==> config.mk <==
export PLATFORM = sky130hd
export DESIGN_NAME = reg_write_arbiter
export DESIGN_NICKNAME = d
export VERILOG_FILES = /design/src/rtl/reg_write_arbiter.sv
export SDC_FILE = /design/constraint.sdc
export NUM_CORES = 1
export LEC_CHECK = 0
export CORE_UTILIZATION = 49
export CTS_BUF_LIST = sky130_fd_sc_hd__clkbuf_8
export CTS_CLUSTER_SIZE = 20
export DETAILED_ROUTE_END_ITERATION = 6
export PLACE_DENSITY_LB_ADDON = 0.2
export SKIP_CTS_REPAIR_TIMING = 1
export SLEW_MARGIN = 20
export SYNTH_ARGS = -nofsm -noshare
export SYNTH_HDL_FRONTEND = slang
export SYNTH_SLANG_ARGS = --single-unit
==> constraint.sdc <==
create_clock -name clk -period 3.8 [get_ports clk]
set_clock_uncertainty 0.15 [all_clocks]
set_input_delay 0.76 -clock clk [delete_from_list [all_inputs] [get_ports clk]]
set_output_delay 0.76 -clock clk [all_outputs]
set_load 0.01 [all_outputs]
==> src/rtl/reg_write_arbiter.sv <==
// Round-robin arbiter that funnels writeback requesters into a small FIFO feeding the register-file write port.
// Build option: define REG_ARB_FIXED_PRIO_EN to use fixed priority (lowest index wins) instead of round-robin.
module reg_write_arbiter #(
  parameter int unsigned N_REQ = 3,
  parameter int unsigned DEPTH = 4
) (
  input  logic                      clk,
  input  logic                      reset,
  input  logic [N_REQ-1:0]          req_valid,
  input  logic [4*N_REQ-1:0]        req_reg,
  input  logic [16*N_REQ-1:0]       req_data,
  output logic [N_REQ-1:0]          req_ready,
  input  logic                      drain_stall,
  output logic                      reg_write,
  output logic [3:0]                write_reg,
  output logic [15:0]               write_data,
  output logic [15:0]               pending_mask,
  output logic [$clog2(DEPTH):0]    fifo_count
);

  localparam int unsigned PTR_W = $clog2(DEPTH);
  localparam int unsigned CNT_W = PTR_W + 1;
  localparam int unsigned IDX_W = (N_REQ > 1) ? $clog2(N_REQ) : 1;

  typedef struct packed {
    logic [3:0]  rd;
    logic [15:0] data;
  } wr_entry_t;

  if ((DEPTH < 2) || ((DEPTH & (DEPTH - 1)) != 0)) begin : g_bad_depth
    $error("reg_write_arbiter: DEPTH must be a power of two and at least 2");
  end

  // Per-requester views of the flattened request buses
  logic [3:0]  reg_a  [N_REQ];
  logic [15:0] data_a [N_REQ];

  for (genvar gi = 0; gi < N_REQ; gi++) begin : g_unpack
    assign reg_a[gi]  = req_reg[4*gi +: 4];
    assign data_a[gi] = req_data[16*gi +: 16];
  end

  wr_entry_t        mem_q [DEPTH];
  logic [PTR_W-1:0] head_q, head_d;
  logic [PTR_W-1:0] tail_q, tail_d;
  logic [CNT_W-1:0] count_q, count_d;

  logic             pop_c;
  logic             can_accept_c;
  logic             grant_any_c;
  logic [IDX_W-1:0] grant_idx_c;
  logic [N_REQ-1:0] grant_oh_c;
  logic             fire_c;
  logic             enq_c;
  wr_entry_t        enq_entry_c;
  int unsigned      start_c;
  int unsigned      idx_v;
  logic [PTR_W-1:0] off_c;
  logic [15:0]      mask_c;

`ifdef REG_ARB_FIXED_PRIO_EN
  always_comb begin
    start_c = 0;
  end
`else
  logic [IDX_W-1:0] last_grant_q, last_grant_d;

  // Search starts just after the most recent grant
  always_comb begin
    start_c = 0;
    if (32'(last_grant_q) < (N_REQ - 1)) begin
      start_c = 32'(last_grant_q) + 1;
    end
  end

  always_comb begin
    last_grant_d = last_grant_q;
    if (fire_c) begin
      last_grant_d = grant_idx_c;
    end
  end

  always_ff @(posedge clk or posedge reset) begin
    if (reset) begin
      last_grant_q <= IDX_W'(N_REQ - 1);
    end else begin
      last_grant_q <= last_grant_d;
    end
  end
`endif

  assign pop_c        = (count_q != '0) && !drain_stall;
  assign can_accept_c = (count_q < CNT_W'(DEPTH)) || pop_c;

  // First valid requester from start_c upward, wrapping at N_REQ
  always_comb begin
    grant_any_c = 1'b0;
    grant_idx_c = '0;
    grant_oh_c  = '0;
    idx_v       = 0;
    for (int unsigned k = 0; k < N_REQ; k++) begin
      idx_v = start_c + k;
      if (idx_v >= N_REQ) begin
        idx_v = idx_v - N_REQ;
      end
      if (!grant_any_c && req_valid[IDX_W'(idx_v)]) begin
        grant_any_c             = 1'b1;
        grant_idx_c             = IDX_W'(idx_v);
        grant_oh_c[IDX_W'(idx_v)] = 1'b1;
      end
    end
  end

  assign fire_c    = grant_any_c && can_accept_c && !reset;
  assign req_ready = fire_c ? grant_oh_c : '0;

  // Writes to r0 are granted but never buffered
  always_comb begin
    enq_entry_c.rd   = reg_a[grant_idx_c];
    enq_entry_c.data = data_a[grant_idx_c];
    enq_c            = fire_c && (enq_entry_c.rd != 4'd0);
  end

  always_comb begin
    head_d  = head_q;
    tail_d  = tail_q;
    count_d = count_q;
    if (pop_c) begin
      head_d = head_q + PTR_W'(1);
    end
    if (enq_c) begin
      tail_d = tail_q + PTR_W'(1);
    end
    count_d = count_q + CNT_W'(enq_c) - CNT_W'(pop_c);
  end

  always_ff @(posedge clk or posedge reset) begin
    if (reset) begin
      head_q  <= '0;
      tail_q  <= '0;
      count_q <= '0;
      for (int unsigned e = 0; e < DEPTH; e++) begin
        mem_q[e] <= '0;
      end
    end else begin
      head_q  <= head_d;
      tail_q  <= tail_d;
      count_q <= count_d;
      if (enq_c) begin
        mem_q[tail_q] <= enq_entry_c;
      end
    end
  end

  // Decode every occupied slot; the head stays counted while it is popped
  always_comb begin
    mask_c = '0;
    off_c  = '0;
    for (int unsigned e = 0; e < DEPTH; e++) begin
      off_c = PTR_W'(e) - head_q;
      if ({1'b0, off_c} < count_q) begin
        mask_c[mem_q[e].rd] = 1'b1;
      end
    end
    mask_c[0] = 1'b0;
  end

  assign pending_mask = mask_c;
  assign reg_write    = pop_c;
  assign write_reg    = (count_q != '0) ? mem_q[head_q].rd   : 4'd0;
  assign write_data   = (count_q != '0) ? mem_q[head_q].data : 16'd0;
  assign fifo_count   = count_q;

endmodule

==> results.py <==
metrics = {
    "clock_network": {
        "path_clk_slew_ps": 100,
        "cts_tree": "built",
        "clkLatencyLatePin_ps": 360,
        "cts_made_buffers": 9,
        "clk_path_buf_depth": 2,
        "cts_root_buffer": "clkbuf_8",
        "htreeDepth": 3,
        "clkSinkCount": 89,
    },
    "critical_path": {
        "slowest_stage": "clkdlybuf4s50_1",
        "crit_family": "buffers and inverters",
        "arrival_ps": 2760,
        "critical-path-max-stage-delay_ps": 500,
        "path_common_cell": "nor2b_1",
        "worstSetupPathType": "flop to output pin",
        "r2r_start": "last_grant_q[0]$_DFFE_PP0P_",
        "required_ps": 2890,
        "setup.worst_path.start_class": "flop",
        "cp-end-kind": "output pin",
        "crit_buf_inv": 3,
        "cp_max_fo": 7,
        "startpoint": "head_q[1]$_DFFE_PP0P_",
        "crit_chain": "buf_4 -> inv_1 -> ha_1 -> a21oi_1 -> or2_2 -> nor2b_1 -> nor2b_1 -> a32oi_1 -> o211ai_1 -> clkdlybuf4s50_1",
    },
    "sta": {
        "drv_slew": 0,
        "fin_crit_ps": 3674,
        "fin_crit_sh": 0.9668,
        "tns_ps": 0,
        "fmax_mhz": 272.2,
        "worst_slew_margin_rel": 0.4088,
        "setup_viol": 0,
        "hold_violations": 0,
        "tightest_slew_ps": 882.0,
    },
    "routing": {
        "post_drt_via_cell_ratio": 5.781,
        "route.detailed.drc": 6,
        "routed_wl_um": 14900,
        "wl_met2_um": 7321,
        "routed-wl-met3_um": 670,
        "vias": 4284,
        "firstDrtPassIters": 7,
        "routed.top_layer": "met4",
        "drt-met1-wl_um": 6600,
        "wire_per_inst_um": 20.11,
        "drtIter0Drc": 191,
        "drtAntennaViolNets": 0,
    },
    "logic_synthesis": {
        "yosysWarningCount": 0,
        "synth-async-reset-ratio": 1.000,
        "synth_area_mm2": 0.005904,
        "synth_edf_count": 0,
        "synthDistinctLibCells": 61,
        "ys_seq_elements": 89,
        "syn_inst": 472,
        "synth_seq_area_share": 0.3774,
        "synth.avg_cell_area_um2": 12.51,
        "synth_nets": 550,
        "ys.flop_type": "dfrtp_1",
    },
    "run_status": {
        "status": "finished, violations left",
        "failed_checks": "DRC",
    },
    "power": {
        "vdd_ir_drop_max_mv": 0.4517,
        "power_w": 0.007283,
        "p_leak_nw": 3.571,
        "powerDensity_mw_per_mm2": 965.2,
    },
    "worst_hold_path": {
        "min_from": "mem_q[35]$_DFFE_PP0P_",
        "hold_path.class": "flop to flop",
    },
    "place": {
        "io_buffers": 107,
        "place_hpwl_um": 10980,
        "place.gp.congestion": 0.9702,
        "placed_cells": 722,
        "dpl-instance-area_mm2": 0.007193,
    },
    "finish": {
        "fin_cells": 741,
        "layout_commonest_cell": "clkdlybuf4s50_1",
        "drive_above_1_share": 0.3211,
        "final_nets": 671,
        "layout_common_cells": "clkdlybuf4s50_1, dfrtp_1, mux2_4, nand2_1",
        "fillCellCount": 873,
        "fin_area_mm2": 0.007546,
        "register_area_mm2": 0.002228,
        "multi_input_area_mm2": 0.003405,
        "syn_to_final_growth_pct": 27.80,
        "utilization": 0.6525,
        "diodes": 0,
    },
    "global_routing": {
        "grt_pass1_vias": 4457,
        "grt_pass1_wl_um": 24150,
        "antenna_found_initial": 0,
        "grt-ovfl-total": 0,
        "grt.total_usage": 0.2486,
        "grt_max_degree": 39,
    },
    "die": {
        "start_util": 0.5105,
        "fp.dieW_um": 111.8,
        "io_pins": 109,
        "row_count": 39,
        "die_area_mm2": 0.01249,
        "die_h_um": 111.8,
        "coreArea_mm2": 0.01156,
    },
    "job": {
        "maxCapViolCount": 0,
    },
}
==> area by class of cell <==
cell class	count	share of cell area
clock buffers	9	0.01642
clock inverters	7	0.01260
inverters	17	0.008622
multi-input cells	334	0.4512
flip-flops and latches	89	0.2953
well taps	143	0.02371
repair buffers	142	0.1922
==> where the power goes <==
part / switching [W] / total, W / leakage [nW] / internal [W]
logic: 0.00203 / 0.00466 / 2.39 / 0.00264
registers: 0.000463 / 0.00189 / 1.08 / 0.00143
clock network: 0.000359 / 0.000729 / 0.103 / 0.000370
total: 0.00285 / 0.00728 / 3.57 / 0.00444
==> synthesized netlist by cell type (all sizes together) (6+ instances only) <==
cell,instances,share of area
ha,11,0.023
dfrtp,88,0.37
inv,17,0.011
nand2b,7,0.0074
nor2b,29,0.031
o21ai,23,0.019
mux2,79,0.20
a21oi,9,0.0076
o22ai,6,0.0064
mux4,20,0.076
nand2,37,0.029
buf,21,0.042
o221ai,6,0.0089
clkbuf,10,0.0064
mux2i,20,0.034
nor2,13,0.0087
==> path summary, 6_finish.rpt <==
| path | slack, ps | cells after the start | to |
|---|---|---|---|
| worst max-delay path | 130 | 10 | pending_mask[2] |
| worst min-delay path | 360 | 1 | mem_q[35]$_DFFE_PP0P_ |
| worst max register to register | 190 | 15 | fifo_count[2]$_DFF_PP0_ |
| worst min register to register | 360 | 1 | mem_q[35]$_DFFE_PP0P_ |
| max in group asynchronous | 2160 | 3 | mem_q[13]$_DFFE_PP0P_ |
| min in group asynchronous | 620 | 2 | head_q[1]$_DFFE_PP0P_ |
==> metrics by stage <==
step | setup slack [ps] | hold WS [ps]
after floorplan | -12.07 | 325.9
after detailed placement | -216.2 | 337.7
after global placement | -149.4 | 336.0
final | 126.2 | 360.5
after CTS | -155.6 | 363.2
after global routing | -23.68 | 375.6
==> logic make-up (layout without fill, tap and decap cells) <==
group / after synthesis / count (layout) / share of synthesized area
xor+xnor: 6 / 6 / 0.008900
buf+inv: 50 / 175 / 0.06272
simple gates: 108 / 108 / 0.09981
fa+ha+maj: 12 / 12 / 0.02670
flops: 89 / 89 / 0.3774
other cells: 1 / 1 / 0.0006351
compound gates: 87 / 88 / 0.1127
mux: 119 / 119 / 0.3111
==> routing by layer <==
| metal | up-vias | GRT usage |
|---|---|---|
| met4 | 0 | 0.08468 |
| met2 | 124 | 0.4050 |
| met1 | 2170 | 0.3338 |
| met5 | - | 0 |
| li1 | 1970 | - |
| met3 | 20 | 0.04573 |
==> registers in the layout, summed over array words and instances, names as in the netlist <==
register	cells
last_grant_q	2
tail_q	2
fifo_count	3
head_q	2
mem_q	80
No activity file was read; power rests on OpenSTA's default activity.
==> RTL change: new RTL, config.mk and constraints unchanged <==
Set the parameter `N_REQ` to 5 (it was 3).
--- a/src/rtl/reg_write_arbiter.sv
+++ b/src/rtl/reg_write_arbiter.sv
@@ -1,7 +1,7 @@
 // Round-robin arbiter that funnels writeback requesters into a small FIFO feeding the register-file write port.
 // Build option: define REG_ARB_FIXED_PRIO_EN to use fixed priority (lowest index wins) instead of round-robin.
 module reg_write_arbiter #(
-  parameter int unsigned N_REQ = 3,
+  parameter int unsigned N_REQ = 5,
   parameter int unsigned DEPTH = 4
 ) (
   input  logic                      clk,
Interface: changed (resized req_data, req_ready, req_reg and req_valid); port bits go from 109 to 153. The function was not compared with the original's and may differ.
==> RTL change against the unedited design <==
The flow finishes with violations (negative setup slack); register-to-register slack worse by 1900 ps; critical path type is now flop to flop; fmax down 33%; non-clock buffer count up 189; synthesized area up 31%; final area up 54%; count of clock-buffer cells in the layout unchanged; routed wire length up 79%; sequential cell count up 1; cell count up 69%; worst setup slack worse by 1800 ps.
Power is not shown: default switching activity piles up to over one toggle a cycle in this logic, so the estimate is an artifact.
==> RTL change: results (changes against the unedited design) <==
| Metric | Value |
|---|---|
| Outcome | `finished with violations (unchanged)` |
| Violations in the final reports | `negative setup slack (was design-rule violations)` |
| Synth Area in Compound Gates | `0.1992 (was 0.1127)` |
| HP Class | `flop to flop (unchanged)` |
| Number of global-route vias before repair | `7235 (was 4457)` |
| Final setup vio count | `93 (was 0)` |
| TritonRoute pass-1 iters | `5 (was 7)` |
| Post-Route WL | `26680 µm (was 14900 µm)` |
| HP Start | `mem_q[68]$_DFFE_PP0P_ (was mem_q[35]$_DFFE_PP0P_)` |
| XOR/XNOR Fraction of Synth Area | `0.01358 (was 0.008900)` |
| First-pass GRT wire length | `38500 µm (was 24150 µm)` |
| M1 GR Usage | `0.4105 (was 0.3338)` |
| Pre-CTS WS | `-1575 ps (was -216.2 ps)` |
| Flip-flop and latch area | `2256 µm² (was 2228 µm²)` |
| Longest Clk Path Bufs | `2 (unchanged)` |
| Clk Latency, worst-skew pair | `390 ps (was 360 ps)` |
| Filler Cell Count | `999 (was 873)` |
| Port bufs | `151 (was 107)` |
| Placed Area | `10750 µm² (was 7193 µm²)` |
| Post-synthesis sequential area ratio | `0.2912 (was 0.3774)` |
| Post-synth cell types | `88 (was 61)` |
| Most instantiated cells after synthesis | `dfrtp_1 (89), mux2_4 (65), nand2_1 (53) (was dfrtp_1 (88), mux2_4 (79), nand2_1 (33))` |
| Initial DRC Count | `638 (was 191)` |
| Mux contribution to synthesized area | `0.2625 (was 0.3111)` |
| Gpl congestion | `1.028 (was 0.9702)` |
| Hold EP | `mem_q[68]$_DFFE_PP0P_ (was mem_q[35]$_DFFE_PP0P_)` |
| Final HPWL DP | `19190 µm (was 10980 µm)` |
| Finished Layout Cells | `1254 (was 741)` |
| M2 GR Usage | `0.5140 (was 0.4050)` |
| Reg2Reg Depth | `22 (was 15)` |
| Top cells by area, synth | `dfrtp_1 (29%), mux2_4 (13%), mux4_2 (6.1%) (was dfrtp_1 (37%), mux2_4 (20%), mux4_2 (7.6%))` |
| Worst Slack Setup Final | `-1680 ps (was 126.2 ps)` |
| Worst-Margin Slew | `798.2 ps (was 882.0 ps)` |
| Worst Hold Slack | `371.4 ps (was 360.5 ps)` |
| Via total after detailed routing | `7530 (was 4284)` |
| Post-synthesis adder-cell area fraction | `0.03169 (was 0.02670)` |
| Final setup TNS | `-112830 ps (was 0 ps)` |
| Share of layout cells above drive strength 1 | `0.3835 (was 0.3211)` |
| Syn Nets | `873 (was 550)` |
| Worst setup path endpoint | `fifo_count[2]$_DFF_PP0_ (was pending_mask[2])` |
| Syn_area_per_cell | `10.37 µm² (was 12.51 µm²)` |
| Max cap viols | `0 (unchanged)` |
| Critical path type | `flop to flop (was flop to primary output)` |
| Placed Instances | `1207 (was 722)` |
==> RTL change: layer usage <==
layer | part of all wire | vias to the layer above
li1 | - | 3402
met1 | 0.42 | 3782
met2 | 0.50 | 300
met3 | 0.051 | 46
met4 | 0.025 | 0
met5 | 0 | -
==> RTL change: critical path, stage by stage (launching register included) <==
cell	delay (ps)
dfrtp_1	440
buf_6	140
or2_4	270
ha_4	350
buf_6	110
nor2_1	40
mux2_4	310
buf_12	140
a221oi_4	350
o221ai_4	160
or3_4	440
buf_8	150
o311a_4	400
a2111oi_4	340
a221oi_4	90
o41ai_4	270
ha_1	320
inv_2	90
ha_4	130
inv_2	40
fa_2	360
xnor2_2	140
xnor2_1	130
==> RTL change: final cells by class <==
type                    instances  area share
clock inverters                 7    0.006582
repair buffers                331      0.2675
well taps                     211     0.02277
multi-input cells             573      0.4862
inverters                      33     0.01176
clock buffers                   9     0.01068
flip-flops and latches         90      0.1945
